==> config.mk <==
export PLATFORM = sky130hd
export DESIGN_NAME = seq_calc
export DESIGN_NICKNAME = d
export VERILOG_FILES = /design/src/rtl/calc_pkg.sv /design/src/rtl/seq_muldiv_core.sv /design/src/rtl/seq_calc.sv
export SDC_FILE = /design/constraint.sdc
export NUM_CORES = 1
export LEC_CHECK = 0
export ABC_AREA = 1
export BUFFER_PORTS_ARGS = -buffer_cell sky130_fd_sc_hd__buf_2
export CAP_MARGIN = 25
export CORE_MARGIN = 2
export CORE_UTILIZATION = 50
export DETAILED_ROUTE_END_ITERATION = 6
export PLACE_DENSITY_LB_ADDON = 0.12
export SLEW_MARGIN = 20
export SYNTH_ARGS = -nofsm -noshare
export SYNTH_HDL_FRONTEND = slang
export SYNTH_SLANG_ARGS = --single-unit
==> constraint.sdc <==
create_clock -name clk -period 3.3 [get_ports clk]
set_input_delay 0.33 -clock clk [delete_from_list [all_inputs] [get_ports clk]]
set_output_delay 0.33 -clock clk [all_outputs]
set_load 0.02 [all_outputs]
==> src/rtl/calc_pkg.sv <==
// Shared op codes, FSM state encoding and a dispatch helper for the sequential calculator.
package calc_pkg;

  localparam int unsigned OP_W = 2;

  typedef enum logic [OP_W-1:0] {
    OP_ADD = 2'b00,
    OP_SUB = 2'b01,
    OP_MUL = 2'b10,
    OP_DIV = 2'b11
  } op_e;

  typedef enum logic [1:0] {
    IDLE = 2'b00,
    RUN  = 2'b01,
    DONE = 2'b10
  } state_e;

  // Only mul and a divide with a usable divisor need the iterative core.
  function automatic logic needs_run(input op_e op, input logic b_is_zero);
    return (op == OP_MUL) || ((op == OP_DIV) && !b_is_zero);
  endfunction

endpackage

==> src/rtl/seq_muldiv_core.sv <==
// Iterative unsigned shift-add multiplier / restoring divider sharing one
// 2W-bit accumulator and one (W+2)-bit adder/subtractor.
module seq_muldiv_core #(
  parameter int unsigned W = 4
) (
  input  logic           clk,
  input  logic           rst,
  input  logic           load,
  input  logic           is_div,
  input  logic           step,
  input  logic [W-1:0]   a,
  input  logic [W-1:0]   b,
  output logic [2*W-1:0] res
);

  localparam int unsigned RW = 2 * W;

  logic [RW-1:0] r_acc;
  logic [W-1:0]  r_m;

  logic [W-1:0]  w_hi;
  logic [W-1:0]  w_lo;
  logic [W:0]    w_trial;
  logic [W+1:0]  w_x;
  logic [W+1:0]  w_y;
  logic [W+1:0]  w_as;
  logic          w_ge;
  logic [RW-1:0] w_acc_nxt;

  // Mul: high half accumulates, whole register shifts right.
  // Div: {rem, quo} shifts left, trial subtract decides the quotient bit.
  always_comb begin
    w_hi      = r_acc[RW-1:W];
    w_lo      = r_acc[W-1:0];
    w_trial   = {w_hi, w_lo[W-1]};
    w_x       = is_div ? {1'b0, w_trial} : {2'b00, w_hi};
    w_y       = {2'b00, r_m};
    w_as      = is_div ? (w_x - w_y) : (w_x + w_y);
    w_ge      = ~w_as[W+1];
    w_acc_nxt = r_acc;
    if (is_div) begin
      if (w_ge) begin
        w_acc_nxt = {w_as[W-1:0], w_lo[W-2:0], 1'b1};
      end else begin
        w_acc_nxt = {w_trial[W-1:0], w_lo[W-2:0], 1'b0};
      end
    end else if (w_lo[0]) begin
      w_acc_nxt = {w_as[W:0], w_lo[W-1:1]};
    end else begin
      w_acc_nxt = {1'b0, w_hi, w_lo[W-1:1]};
    end
  end

  always_ff @(posedge clk or posedge rst) begin
    if (rst) begin
      r_acc <= '0;
      r_m   <= '0;
    end else if (load) begin
      r_acc <= {{W{1'b0}}, a};
      r_m   <= b;
    end else if (step) begin
      r_acc <= w_acc_nxt;
    end
  end

  assign res = r_acc;

endmodule

==> src/rtl/seq_calc.sv <==
// Clocked W-bit calculator: single-cycle add/sub, iterative mul/div, with a
// start/busy/done handshake and registered result and flags.
module seq_calc
  import calc_pkg::*;
#(
  parameter int unsigned W = 4
) (
  input  logic           clk,
  input  logic           rst,
  input  logic [W-1:0]   a,
  input  logic [W-1:0]   b,
  input  logic [1:0]     op_sel,
  input  logic           start,
  output logic           busy,
  output logic           done,
  output logic [2*W-1:0] result,
  output logic           cout,
  output logic           overflow,
  output logic           div_by_zero
);

  localparam int unsigned RW    = 2 * W;
  localparam int unsigned CNT_W = $clog2(W) + 1;

  state_e           r_state;
  state_e           w_state_nxt;
  logic [CNT_W-1:0] r_cnt;
  logic [CNT_W-1:0] w_cnt_nxt;
  logic [W-1:0]     r_a;
  logic [W-1:0]     r_b;
  op_e              r_op;

  logic             w_accept;
  logic             w_load;
  logic             w_step;
  logic [RW-1:0]    w_core_res;

  logic [W:0]       w_as;
  logic             w_as_ovf;
  logic [RW-1:0]    w_res_nxt;
  logic             w_cout_nxt;
  logic             w_ovf_nxt;
  logic             w_dbz_nxt;

  always_ff @(posedge clk or posedge rst) begin
    if (rst) begin
      r_state <= IDLE;
      r_cnt   <= '0;
    end else begin
      r_state <= w_state_nxt;
      r_cnt   <= w_cnt_nxt;
    end
  end

  always_comb begin
    w_state_nxt = r_state;
    w_cnt_nxt   = r_cnt;
    w_accept    = 1'b0;
    w_load      = 1'b0;
    w_step      = 1'b0;
    case (r_state)
      IDLE: begin
        if (start) begin
          w_accept = 1'b1;
          if (needs_run(op_e'(op_sel), b == '0)) begin
            w_state_nxt = RUN;
            w_cnt_nxt   = CNT_W'(W);
            w_load      = 1'b1;
          end else begin
            w_state_nxt = DONE;
          end
        end
      end
      RUN: begin
        w_step    = 1'b1;
        w_cnt_nxt = r_cnt - CNT_W'(1);
        if (r_cnt == CNT_W'(1)) begin
          w_state_nxt = DONE;
        end
      end
      DONE:    w_state_nxt = IDLE;
      default: w_state_nxt = IDLE;
    endcase
  end

  // Operands are frozen at acceptance so front-end changes cannot disturb a run.
  always_ff @(posedge clk or posedge rst) begin
    if (rst) begin
      r_a  <= '0;
      r_b  <= '0;
      r_op <= OP_ADD;
    end else if (w_accept) begin
      r_a  <= a;
      r_b  <= b;
      r_op <= op_e'(op_sel);
    end
  end

  seq_muldiv_core #(.W(W)) u_core (
    .clk    (clk),
    .rst    (rst),
    .load   (w_load),
    .is_div (r_op == OP_DIV),
    .step   (w_step),
    .a      (a),
    .b      (b),
    .res    (w_core_res)
  );

  always_comb begin
    if (r_op == OP_SUB) begin
      w_as     = {1'b0, r_a} + {1'b0, ~r_b} + (W+1)'(1);
      w_as_ovf = (r_a[W-1] != r_b[W-1]) && (w_as[W-1] != r_a[W-1]);
    end else begin
      w_as     = {1'b0, r_a} + {1'b0, r_b};
      w_as_ovf = (r_a[W-1] == r_b[W-1]) && (w_as[W-1] != r_a[W-1]);
    end
  end

  always_comb begin
    w_res_nxt  = '0;
    w_cout_nxt = 1'b0;
    w_ovf_nxt  = 1'b0;
    w_dbz_nxt  = 1'b0;
    case (r_op)
      OP_ADD, OP_SUB: begin
        w_res_nxt  = RW'(w_as);
        w_cout_nxt = w_as[W];
        w_ovf_nxt  = w_as_ovf;
      end
      OP_MUL: w_res_nxt = w_core_res;
      OP_DIV: begin
        if (r_b == '0) begin
          w_res_nxt = {r_a, {W{1'b1}}};
          w_dbz_nxt = 1'b1;
        end else begin
          w_res_nxt = w_core_res;
        end
      end
      default: w_res_nxt = '0;
    endcase
  end

  // done/busy lag the FSM by one edge; results land together with done.
  always_ff @(posedge clk or posedge rst) begin
    if (rst) begin
      busy        <= 1'b0;
      done        <= 1'b0;
      result      <= '0;
      cout        <= 1'b0;
      overflow    <= 1'b0;
      div_by_zero <= 1'b0;
    end else begin
      busy <= (r_state == RUN);
      done <= (r_state == DONE);
      if (r_state == DONE) begin
        result      <= w_res_nxt;
        cout        <= w_cout_nxt;
        overflow    <= w_ovf_nxt;
        div_by_zero <= w_dbz_nxt;
      end
    end
  end

endmodule

-- Yosys cells after proc, flatten, opt, wreduce, memory -nomap -nowiden
Index checks and enable logic that the tools add are counted.
- muxes and demuxes: 28
- reductions and logical operators: 14
- bitwise logic cells: 1
- equal/unequal tests: 15
- add/sub/neg operators: 6
- operators by type and width (cell ; count):
    8-bit two-way mux ; 6
    8-bit case mux with 3 select lines ; 1
    1-bit two-way mux ; 11
    4-bit by 4-bit adder with 5-bit output ; 2
    2-bit equality test, second input constant ; 5
    5-bit two-way mux ; 2
    4-bit logical NOT ; 2
    6-bit by 4-bit adder with 6-bit output ; 1
    2-bit two-way mux ; 3
    3-bit two-way mux ; 2
    6-bit two-way mux ; 1
    2-bit inequality test, second input constant ; 3
    3-bit case mux with 2 select lines ; 1
    6-bit by 4-bit subtractor with 6-bit output ; 1
    5-bit by 1-bit adder with 5-bit output, second input constant ; 1
    2-bit by 1-bit equality test with 1-bit output, second input constant ; 2
    2-bit logical NOT ; 2
    4-bit NOT ; 1
    2-bit case mux with 2 select lines ; 1
    2-bit nonzero test ; 2
    3-bit by 1-bit equality test with 1-bit output, second input constant ; 1
    1-bit logical AND ; 3
    1-bit inequality test ; 3
    3-bit AND reduction ; 1
    other kinds (6) ; 6
- input bits: 13
- output and inout port bits: 13
- flip-flop bits (word level): 40
- word-level logic and storage cells: 77

-- Logic depth before layout (Yosys ltp)
- depth in word-level cells: 8
- gate-level depth with buffers: 17
- depth with buffers taken out: 17

-- Cells and area by module
From an unflattened synthesis, not the netlist that was laid out.
- cells, all modules: 360
- area, all modules: 2685.1 µm²
- modules (own cells, without submodules) (module ; sequential area each (µm²) ; times used ; cells an instance ; area each (µm²)):
    seq_calc ; 700.7 ; 1 ; 214 ; 1671.6
    seq_muldiv_core ; 300.3 ; 1 ; 146 ; 1013.5

-- Worst setup path after synthesis
No wires, ideal clock.
- path kind: register to register
- start point: register r_op[1]
- end point: register u_core.r_acc[4] (netlist: u_core.res[4])
- required time: 3.184 ns
- arrival: 1.940 ns
- cell stages (with the launch flop): 15
- clock period less this slack: 2.056 ns
- setup slack: 1.244 ns
- buffers on the path: 1
- path through: dfrtp_1 > nand2_2 > inv_2 > buf_6 > a21oi_1 > xor2_1 > ha_1 > nand2_2 > inv_1 > a21oi_1 > nand3_1 > nand3_1 > nand2_1 > nand2_1 > nand2_1
- cells in the longest elaborated chain, start to end: 8
- ends and longest elaborated chain (item ; line ; source):
    start, declared ; seq_calc.sv:31 ; op_e r_op;
    start signal, assigned ; seq_calc.sv:95 ; r_op <= op_e'(op_sel);
    2-bit equality test * ; seq_calc.sv:103 ; .is_div (r_op == OP_DIV),
    5-bit two-way mux ; seq_muldiv_core.sv:36 ; w_x = is_div ? {1'b0, w_trial} : {2'b00, w_hi};
    6-bit by 4-bit adder with 6-bit output or 6-bit by 4-bit subtractor with 6-bit output (tied branches) ; seq_muldiv_core.sv:38 ; w_as = is_div ? (w_x - w_y) : (w_x + w_y);
    6-bit two-way mux ; seq_muldiv_core.sv:38 ;
    8-bit two-way mux (on tied branches) ; seq_muldiv_core.sv:47, seq_muldiv_core.sv:42 ;
    8-bit two-way mux * ; seq_muldiv_core.sv:41 ; if (is_div) begin
    8-bit two-way mux * ; seq_muldiv_core.sv:61 ; end else if (step) begin
    8-bit two-way mux * ; seq_muldiv_core.sv:58 ; end else if (load) begin
    end signal, assigned ; seq_muldiv_core.sv:59 ; r_acc <= {{W{1'b0}}, a};
    end signal, assigned ; seq_muldiv_core.sv:62 ; r_acc <= w_acc_nxt;
    end, declared ; seq_muldiv_core.sv:18 ; logic [RW-1:0] r_acc;
Mark *: on every way between the ends. The rest lies on a longest branch, timed or not. The select of a mux whose other input is x is not followed.
A chain may end at the register's enable or synchronous reset.

-- Worst setup path in the final report
- start point: register r_op[0]
- end point: register u_core.r_acc[6] (netlist: u_core.res[6])
The elaborated chain is that of the path after synthesis.

==> reports/metrics.csv <==
metric,value,unit
asr flop ratio synth,100.0,%
"Seq/Total Area, Yosys",37.90,%
Post-synth EDFFs,0,
total CTS buffers,5,
gr busiest metal,met2,
Slew Limit Headroom,55.52,%
clock transition at the registers of the reported paths,0.08,ns
Pre-antenna DRT Iters,4,
CP Data Arrival Time,2.80,ns
GR met2 Demand/Resource,36.58,%
period utilisation layout,79.03,%
full die area,5880,µm²
Hold Fails Final Rpt,0,
CP dominant cell by count,nand2_1,
#FFs+latches synth,40,
total power draw,0.003505,W
peak supply drop,0.4704,mV
Global Route met3 Usage,3.294,%
Crit Reg-Reg Endpoint,u_core.res[6],
Post-Place Worst Slack,0.7454,ns
cell taking the most area after synthesis,dfrtp_1,
fin. max-slew vios,0,
initial drt markers,184,
Final WS setup,0.6920,ns
DRT antenna net count,0,
CTS tree,done,
detailed-route via count,2392,
Antenna Cells,0,
Die W,76.68,µm
FF/Latch Area,1001,µm²
Synth Flop Type,dfrtp_1,
largest net degree at the start of global routing,41,
CTS Root Cell,clkbuf_8,
fmax,0.3834,GHz
Post-Route Skew,0.005843,ns
Final #Nets,422,
RR Startpoint,r_op[0],
Routed Wire Length,6150,µm
Area after DPL,2818,µm²
first-pass GRT wire length,10590,µm
H-tree lvl count,2,
Starting Density,51.71,%
area occupied by multi-input gates,1390,µm²
TNS Setup,0,ns
drc violations,0,
Post-Syn Area,2641,µm²
fin util,57.64,%
post-synth top area share,37.90,%
worst-path cell chain,nand2_2 -> inv_2 -> a21oi_1 -> xor2_1 -> ha_1 -> nand2_2 -> inv_1 -> a21oi_1 -> nand3_1 -> nand3_1 -> nand2_1 -> nand2_1 -> nand2_1,
Core ar.,5107,µm²
minimum clock period,2.608,ns
Post-Syn Nets,396,
status,"finished, final reports clean",
IO buf count,25,
Yosys warnings,0,
Die Ht,76.68,µm
DR WL/cell,13.34,µm
initial antenna violation count,0,
clk sinks,40,
Placement Rows,26,
post-cts resize count,0,
critical path required time,3.49,ns
syn avg cell area,7.256,µm²
largest cells by area after synthesis,"dfrtp_1, nand2_1, ha_1",
CP Launch Type,register,
Max clock buf depth,2,
slowest stage cell on the critical path,dfrtp_1,
post-route design area,2944,µm²
RSZ-0062 raised after global routing,false,
layout cell share with drive strength beyond 1,12.53,%
Fill cells,511,
Final setup viols,0,
vias in the first global route,2276,
Worst-Margin Slew,0.6665,ns
met1 Resource Use GR,31.25,%
IO Pins,26,
total gr overflow,0,
routability cong.,0.9001,
CP Max Fanout,22,
max_cap viols,0,
Crit path largest cell delay,0.44,ns
clock latency on the worst-skew pair,0.29,ns
"CP delay by family, top",simple AND/OR/NAND/NOR gates,
area delta synth->final,11.46,%
vias per cell,5.189,
Worst setup EP type,register,
min-delay worst type,primary input to async pin,
Setup CP Type,register to register,
CP bufs+invs,2,
cts hold-fix bufs,0,
Final HPWL DP,4790,µm
GRT Total Usage,22.28,%
top-count cell post-synth,nand2_1,
number of cells on the worst reg-to-reg path,13,
post-synthesis cell count,364,
P_leak,1.566,nW
Post-CTS Setup Bufs,0,
stages on the worst setup path,13,
"top cells by count, synth","nand2_1, inv_1, dfrtp_1",
PD cells,1191,nW/µm²
Worst R2R Setup Slack,0.69,ns
Netlist cell types,33,
## metrics by stage
step | cells | hold WS (ns)
after floorplan | 364 | 0.4396
after CTS | 461 | 0.1749
after global placement | 453 | 0.4589
after detailed placement | 453 | 0.4608
final | 461 | 0.1565
after global routing | 461 | 0.2147
## layout by cell type (no fill, tap or decap)
cell       netlist  routed
dfrtp_1         40      40
a21oi_2          1       1
nand3_2          1       1
bufinv_16        0       1
nand2_1        108     108
nor3_1           1       1
o21ai_1          3       3
clkbuf_8         0       7
inv_1           49      49
nor2_2           2       2
xor2_1           1       1
ha_1            16      16
inv_2            4       4
nand3_1         21      21
nor2_1          30      30
o211ai_1         3       3
o31ai_1          1       1
o22ai_1          6       6
or2_2            1       1
o21a_1           1       1
a31oi_1          1       1
xnor2_1          2       2
o21bai_1         4       4
nand3b_1         2       2
buf_4            0       2
buf_2            5      25
fa_1             3       3
nand4_1          3       3
o21ai_0         23      23
nor2_4           1       1
a22oi_1          2       2
nand2_2          4       4
a21oi_1         21      21
or2_1            1       1
## worst max-delay path by stage
stage               startpoint            end  slack, ns
floorplan              r_op[1]  u_core.res[4]       1.24
global route           r_op[0]  u_core.res[4]       0.36
CTS                    r_op[0]  u_core.res[4]       0.73
detailed placement     r_op[0]  u_core.res[4]       0.75
finish                 r_op[0]  u_core.res[6]       0.69
global placement       r_op[1]  u_core.res[6]       0.84
## worst min-delay path, stage by stage
cell and delay, ns:
buf_2 0.09, inv_1 0.04, buf_4 0.43
## final cells by class
class	count	share of cell area, %
inverters	53	6.757
multi-input cells	263	47.22
clock inverters	1	1.020
well taps	70	2.975
repair buffers	27	4.760
clock buffers	7	3.272
flip-flops and latches	40	34.00
## sequential cells by signal, summed over array words and instances (netlist names)
signal	count
done	1
r_cnt	3
r_state	2
u_core.res	8
r_b	4
div_by_zero	1
busy	1
r_op	2
r_a	4
overflow	1
cout	1
u_core.r_m	4
result	8
## report_power, final
group / leakage (nW) / switching (W) / internal (W)
clock network: 0.0645 / 0.000174 / 0.000267
logic: 1.01 / 0.00136 / 0.000775
registers: 0.496 / 0.000206 / 0.000718
total: 1.57 / 0.00174 / 0.00176
## routing by layer
layer	vias up	share of wire, %
met3	9	4.9
met2	67	46
met5	-	0
li1	1218	-
met4	0	0.88
met1	1098	48
## logic make-up after synthesis
| group | share of synthesized area [%] |
|---|---|
| adder cells (fa/ha/maj) | 9.853 |
| flip-flops | 37.90 |
| AND/OR/NAND/NOR | 27.76 |
| AO/OA/AOI/OAI | 14.02 |
| buffers and inverters | 9.474 |
| XOR/XNOR | 0.9950 |
No activity file was read; power rests on OpenSTA's default activity.
